`src/rtl/citron_timer.sv`:
```
// Citron bus 64-bit timer: prescaler, 64-bit compare, sticky MATCHED flag and level IRQ.
// Optional macro CITRON_TIMER_AUTORELOAD_EN enables CTRL[2] AUTORELOAD (count clears on match).
module citron_timer #(
    parameter logic [7:0] BASE_ADDR = 8'h10
) (
    input  logic        clk_i,
    input  logic        rst_i,
    input  logic [7:0]  citron_addr,
    input  logic        citron_rdy,
    input  logic        citron_wr,
    input  logic [31:0] citron_writedata,
    output logic [31:0] citron_readdata,
    output logic        citron_stall,
    output logic        citron_match,
    output logic        irq_o
);
    localparam logic [2:0] OFF_CTRL     = 3'd0;
    localparam logic [2:0] OFF_STATUS   = 3'd1;
    localparam logic [2:0] OFF_PRESCALE = 3'd2;
    localparam logic [2:0] OFF_CNT_LO   = 3'd3;
    localparam logic [2:0] OFF_CNT_HI   = 3'd4;
    localparam logic [2:0] OFF_CMP_LO   = 3'd5;
    localparam logic [2:0] OFF_CMP_HI   = 3'd6;

    logic        en_q, en_d;
    logic        irq_en_q, irq_en_d;
    logic        ar_q;
    logic        matched_q, matched_d;
    logic [15:0] prescale_q, prescale_d;
    logic [15:0] psc_q, psc_d;
    logic [63:0] count_q, count_d;
    logic [63:0] cmp_q, cmp_d;
    logic [31:0] hi_snap_q, hi_snap_d;
    logic [31:0] rd_data_q, rd_data_d;
    logic        irq_q, irq_d;

    logic        wr_en, rd_en, tick, hit_cmp;
    logic [2:0]  off;
    logic [31:0] reg_val;

`ifdef CITRON_TIMER_AUTORELOAD_EN
    logic ar_d;
`else
    assign ar_q = 1'b0;
`endif

    assign citron_match    = (citron_addr[7:3] == BASE_ADDR[7:3]);
    assign citron_stall    = 1'b0;
    assign citron_readdata = rd_data_q;
    assign irq_o           = irq_q;

    assign off     = citron_addr[2:0];
    assign wr_en   = citron_rdy & citron_wr & citron_match;
    assign rd_en   = citron_rdy & ~citron_wr & citron_match;
    assign tick    = en_q && (psc_q == prescale_q);
    assign hit_cmp = (count_q == cmp_q);

    // COUNT_HI reads the snapshot taken by the last COUNT_LO read, so 64-bit reads never tear.
    always_comb begin
        reg_val = 32'h0;
        case (off)
            OFF_CTRL:     reg_val = {29'h0, ar_q, irq_en_q, en_q};
            OFF_STATUS:   reg_val = {31'h0, matched_q};
            OFF_PRESCALE: reg_val = {16'h0, prescale_q};
            OFF_CNT_LO:   reg_val = count_q[31:0];
            OFF_CNT_HI:   reg_val = hi_snap_q;
            OFF_CMP_LO:   reg_val = cmp_q[31:0];
            OFF_CMP_HI:   reg_val = cmp_q[63:32];
            default:      reg_val = 32'h0;
        endcase
    end

    always_comb begin
        en_d       = en_q;
        irq_en_d   = irq_en_q;
`ifdef CITRON_TIMER_AUTORELOAD_EN
        ar_d       = ar_q;
`endif
        matched_d  = matched_q;
        prescale_d = prescale_q;
        cmp_d      = cmp_q;
        hi_snap_d  = hi_snap_q;
        rd_data_d  = rd_data_q;
        psc_d      = (!en_q || tick) ? 16'h0 : psc_q + 16'd1;
        count_d    = count_q;

        if (tick)
            count_d = (ar_q && hit_cmp) ? 64'h0 : count_q + 64'd1;

        // CPU writes override the tick update; a count write rebuilds from the pre-tick value.
        if (wr_en) begin
            case (off)
                OFF_CTRL: begin
                    en_d     = citron_writedata[0];
                    irq_en_d = citron_writedata[1];
`ifdef CITRON_TIMER_AUTORELOAD_EN
                    ar_d     = citron_writedata[2];
`endif
                end
                OFF_STATUS:   if (citron_writedata[0]) matched_d = 1'b0;
                OFF_PRESCALE: begin
                    prescale_d = citron_writedata[15:0];
                    psc_d      = 16'h0;
                end
                OFF_CNT_LO: begin
                    count_d = {count_q[63:32], citron_writedata};
                    psc_d   = 16'h0;
                end
                OFF_CNT_HI: begin
                    count_d = {citron_writedata, count_q[31:0]};
                    psc_d   = 16'h0;
                end
                OFF_CMP_LO:   cmp_d[31:0]  = citron_writedata;
                OFF_CMP_HI:   cmp_d[63:32] = citron_writedata;
                default:      ;
            endcase
        end

        if (tick && hit_cmp)
            matched_d = 1'b1;

        if (citron_rdy) begin
            rd_data_d = rd_en ? reg_val : 32'h0;
            if (rd_en && off == OFF_CNT_LO)
                hi_snap_d = count_q[63:32];
        end

        irq_d = matched_d & irq_en_d;
    end

    always_ff @(posedge clk_i) begin
        if (rst_i) begin
            en_q       <= 1'b0;
            irq_en_q   <= 1'b0;
`ifdef CITRON_TIMER_AUTORELOAD_EN
            ar_q       <= 1'b0;
`endif
            matched_q  <= 1'b0;
            prescale_q <= 16'h0;
            psc_q      <= 16'h0;
            count_q    <= 64'h0;
            cmp_q      <= 64'h0;
            hi_snap_q  <= 32'h0;
            rd_data_q  <= 32'h0;
            irq_q      <= 1'b0;
        end else begin
            en_q       <= en_d;
            irq_en_q   <= irq_en_d;
`ifdef CITRON_TIMER_AUTORELOAD_EN
            ar_q       <= ar_d;
`endif
            matched_q  <= matched_d;
            prescale_q <= prescale_d;
            psc_q      <= psc_d;
            count_q    <= count_d;
            cmp_q      <= cmp_d;
            hi_snap_q  <= hi_snap_d;
            rd_data_q  <= rd_data_d;
            irq_q      <= irq_d;
        end
    end
endmodule

```
`config.mk`:
```
export PLATFORM = sky130hd
export DESIGN_NAME = citron_timer
export DESIGN_NICKNAME = d
export VERILOG_FILES = /design/src/rtl/citron_timer.sv
export SDC_FILE = /design/constraint.sdc
export NUM_CORES = 1
export LEC_CHECK = 0
export ABC_AREA = 1
export BUFFER_PORTS_ARGS = -buffer_cell sky130_fd_sc_hd__buf_2
export CORE_MARGIN = 2
export CORE_UTILIZATION = 35
export CTS_CLUSTER_DIAMETER = 100
export DETAILED_ROUTE_END_ITERATION = 16
export GPL_ROUTABILITY_DRIVEN = 0
export PLACE_DENSITY = 0.51
export SYNTH_ARGS = -nofsm -noshare
export SYNTH_HDL_FRONTEND = slang
export SYNTH_SLANG_ARGS = --single-unit
```
`constraint.sdc`:
```
create_clock -name clk_i -period 4 [get_ports clk_i]
set_input_delay 0 -clock clk_i [delete_from_list [all_inputs] [get_ports clk_i]]
set_output_delay 0 -clock clk_i [all_outputs]
set_load 0.01 [all_outputs]
```
; ---- Yosys cells after proc, flatten, opt, wreduce, memory -nomap -nowiden
; Cells that the tools add are included.
[op_classes]
n_reduce_logical = 12
bitwise_logic = 6
add_sub_neg = 2
n_eq_ne = 11
mux = 14
[ops]
columns = op, n
row1 = $pmux 32 s7, 1
row2 = $mux 64, 2
row3 = $pmux 64 s2, 1
row4 = $add 64x1->64 const B, 1
row5 = $eq 64x64->1, 1
row6 = $mux 16, 3
row7 = $mux 32, 1
row8 = $add 16x1->16 const B, 1
row9 = $eq 16x16->1, 1
row10 = $reduce_and 2->1, 5
row11 = $eq 3x3->1 const B, 3
row12 = $eq 3x2->1 const B, 2
row13 = $mux 1, 6
row14 = $and 1x1->1, 5
row15 = $eq 5x2->1 const B, 1
row16 = $ne 2x2->1 const B, 2
row17 = $eq 3x1->1 const B, 1
row18 = $logic_and 1x1->1, 3
row19 = $logic_not 3->1, 1
row20 = $reduce_or 3->1, 1
row21 = $logic_not 1->1, 1
row22 = $logic_or 1x1->1, 1
row23 = $not 1->1, 1
[word_totals]
ff_bits = 228

; ---- Logic depth before layout (Yosys ltp)
[logic_depth]
word_depth = 6
ltp_mapped = 15
mapped_depth_nobuf = 15

; ---- Least setup slack after synthesis
; No wires, ideal clock.
[synth_path]
path_type = register to register
start = reg count_q[0]
end = reg count_q[52]
path_stages_with_launch = 13
path_slack_ps = 2175
required_time_ps = 3868
period_less_slack_ps = 1825
arrival_ps = 1693
cell_sequence = dfxtp_1 ha_1 nand3_1 nor2_1 nand2_1 nor2_2 nand3_1 nor2_2 nand2_1 nor2_1 nand2_1 nand3_1 a21oi_1
[synth_between]
elab_chain_cells = 4
[synth_lines]
columns = element, line_no
row1 = start: declaration, 31  ; logic [63:0] count_q, count_d;
row2 = start signal: assignment, 155  ; count_q <= count_d;
row3 = $add 64x1->64 (*), 88  ; count_d = (ar_q && hit_cmp) ? 64'h0 : count_q + 64'd1;
row4 = $mux 64 (*), 87  ; if (tick)
row5 = $pmux 64 s2, 92  ; case (off)
row6 = $mux 64 (*), 91  ; if (wr_en) begin
; Every way passes the cells marked *; elsewhere a longest branch is shown, timed or not.
; A chain may end at the register's enable or synchronous reset.

; ---- Worst setup path after layout
[layout_path]
start = reg psc_q[5]
end = reg count_q[24]
[layout_between]
elab_chain_cells = 5
[layout_lines]
columns = element, line_no
row1 = start: declaration, 30  ; logic [15:0] psc_q, psc_d;
row2 = start signal: assignment, 154  ; psc_q <= psc_d;
row3 = $eq 16x16->1 (*), 55  ; assign tick = en_q && (psc_q == prescale_q);
row4 = $logic_and 1x1->1 (*), 55
row5 = $mux 64 (*), 87
row6 = $pmux 64 s2, 92
row7 = $mux 64 (*), 91
; Marked as above.

==> results.sh <==
export IMPL_critPathMaxFanout=26
export IMPL_synth_edff_count=0
export IMPL_fp_dieH_um=195
export IMPL_post_cts_resized=0
export IMPL_core_area_um2=36300
export IMPL_htree_levels=1
export IMPL_syn_avg_cell_area_um2=6.51
export IMPL_critical_path_required_ns=4.50
export IMPL_n_antenna_cell=0
export IMPL_hp_class="input pin to register"
export IMPL_p_per_area_nw_per_um2=347
export IMPL_num_vias=13590
export IMPL_setup_viol=0
export IMPL_cts_root_buf="clkbuf_16"
export IMPL_wl_mm=50.3
export IMPL_post_drt_wl_per_cell_um=20.1
export IMPL_io_buffers=77
export IMPL_synth_common_cells="nand2_1 (431), inv_1 (242), dfxtp_1 (228)"
export IMPL_grt_total_usage=0.261
export IMPL_yosys_most_used_dff="dfxtp_1"
export IMPL_synth_area_leaders="dfxtp_1 (36%), nand2_1 (13%), a21oi_1 (7.9%)"
export IMPL_cp_end_kind="register"
export IMPL_grt_max_degree=65
export IMPL_skew_ns=0.0148
export IMPL_synth_area_leader_cell="dfxtp_1"
export IMPL_synthCells=1966
export IMPL_start_util=0.352
export IMPL_ant_nets=0
export IMPL_grt_pass1_vias=12804
export IMPL_period_needed_ns=2.80
export IMPL_synth_top_cell_area_share=0.357
export IMPL_viasPerCell=5.43
export IMPL_boundaryPins=79
export IMPL_synth_async_reset_ratio=0
export IMPL_cts_tree="done"
export IMPL_fin_setup_tns_ns=0
export IMPL_clk_pin_slew_ns=0.06
export IMPL_tightest_slew_ns=1.18
export IMPL_p_leak_nw=5.32
export IMPL_post_route_drc_count=0
export IMPL_cts_sinks=228
export IMPL_synth_seq_cells=228
export IMPL_maxCapViolations=0
export IMPL_irDropWorstVdd_uv=225
export IMPL_yosys_warnings=0
export IMPL_grt_pass1_wl_mm=77.6
export IMPL_run_status="finished, final reports clean"
export IMPL_slew_headroom=0.213
export IMPL_die_w_um=195
export IMPL_critPathLaunchType="register"
export IMPL_drv_slew=0
export IMPL_period_share=0.699
export IMPL_synthesis_nets=2012
export IMPL_r2r_slack_ns=1.20
export IMPL_ys_seq_area_frac=0.357
export IMPL_clockBufferDepth=3
export IMPL_yosysUniqueCellTypes=44
export IMPL_drive_gt1_frac=0.0908
export IMPL_critPathArrivalTime_ns=3.30
export IMPL_rsz0062_at_grt="no"
export IMPL_final_nets=2062
export IMPL_grt_overflow=0
export IMPL_synth_most_common_cell="nand2_1"
export IMPL_row_count=70
export IMPL_die_area_um2=38100
export IMPL_max_freq_mhz=358
export IMPL_insertion_delay_ns=0.56
export IMPL_dpl_hpwl_mm=36.7
export IMPL_critPathKind="register to register"
export IMPL_hold_violations=0
export IMPL_syn_area_um2=12800
export IMPL_area_growth_pct=15.7
export IMPL_cts_buffers=28
export IMPL_drtPass1Iterations=6
export IMPL_hold_ws_ns=0.0358
export IMPL_antenna_found_initial=0
export IMPL_first_iter_violations=1188
==> timing repair <==
action / CTS / global route
hold endpoints to repair: 167 / 0
buffers inserted: 0 / 0
hold buffers: 39 / 0
==> power by group <==
| group | internal (mW) | total (mW) | switching (mW) |
|---|---|---|---|
| Clock | 1.60 | 2.64 | 1.04 |
| Combinational | 0.0657 | 0.227 | 0.161 |
| Sequential | 2.27 | 2.28 | 0.00258 |
| Total | 3.94 | 5.14 | 1.20 |
==> kinds of logic after synthesis <==
| group | synth area share |
|---|---|
| simple gates | 0.275 |
| compound gates | 0.209 |
| buf+inv | 0.112 |
| flops | 0.357 |
| xor+xnor | 0.0458 |
| fa+ha+maj | 0.00195 |
| other cells | 0.000293 |
==> state kept, by name, indices dropped and copies added, names as in the netlist <==
register and count:
cmp_q 64, count_q 64, citron_readdata 32, hi_snap_q 32, prescale_q 16, psc_q 16, en_q 1, irq_en_q 1
irq_o 1, matched_q 1
==> placed cells by master, fill, tap and decap left out, drive strengths merged <==
cell / n
a211oi: 3
a21oi: 202
a221oi: 1
a31oi: 10
a32oi: 19
and3: 1
buf: 96
bufinv: 2
clkbuf: 46
clkinv: 2
clkinvlp: 1
conb: 1
dfxtp: 228
dlygate4sd3: 39
ha: 2
inv: 255
nand2: 433
nand3: 113
nand3b: 1
nand4: 46
nor2: 149
nor3: 53
nor3b: 3
nor4: 6
o2111ai: 1
o211ai: 10
o21ai: 196
o21bai: 3
o221ai: 9
o22ai: 34
o31ai: 2
o41ai: 1
or2: 2
xnor2: 38
xor2: 29
==> critical path: stages (launching register included) <==
cell           delay [ns]
dfxtp_1              0.40
inv_2                0.07
nand2_1              0.07
nand2_1              0.05
nor2_1               0.11
nand2_1              0.09
nor2_2               0.23
nand3_4              0.39
nor2_2               0.38
xor2_1               0.18
nand2_1              0.07
a31oi_1              0.13
dlygate4sd3_1        0.56
==> path summary, 6_finish.rpt <==
path	start	end	cells after the start
setup / recovery	psc_q[5]$_SDFF_PP0_	count_q[24]$_SDFFE_PP0P_	12
hold / removal	citron_rdy	citron_readdata[13]$_SDFFE_PP0P_	5
setup reg to reg	psc_q[5]$_SDFF_PP0_	count_q[24]$_SDFFE_PP0P_	12
hold reg to reg	hi_snap_q[30]$_SDFFE_PP0P_	hi_snap_q[30]$_SDFFE_PP0P_	2
==> metal layers <==
metal / up-vias / wire length (um) / track usage
li1: 6583 / - / -
met1: 6429 / 23700 / 0.375
met2: 514 / 22200 / 0.413
met5: - / 0 / 0
met3: 64 / 3460 / 0.0358
met4: 0 / 962 / 0.0594
==> area by class of cell <==
cell class | count | area (um2)
fill | 3900 | 21500
clock buffer | 46 | 870
timing repair buffer | 135 | 921
tap | 468 | 586
clock inverter | 5 | 81.3
multi-input combinational | 1368 | 6830
inverter | 255 | 957
sequential | 228 | 4560
==> per-stage QoR <==
step           utilization  cell area (um2)  worst slack, ns  cells  power, mW
5_1_grt              0.407            14800            0.959   2505       5.29
6_report             0.407            14800             1.20   2505       5.14
4_1_cts              0.407            14800             1.25   2505       5.19
3_3_place_gp         0.370            13500             1.33   2415       2.52
3_5_place_dp         0.370            13500             1.29   2415       2.52
2_1_floorplan            -            12800             2.17   1966       2.42
(Power assumes the default switching activity.)
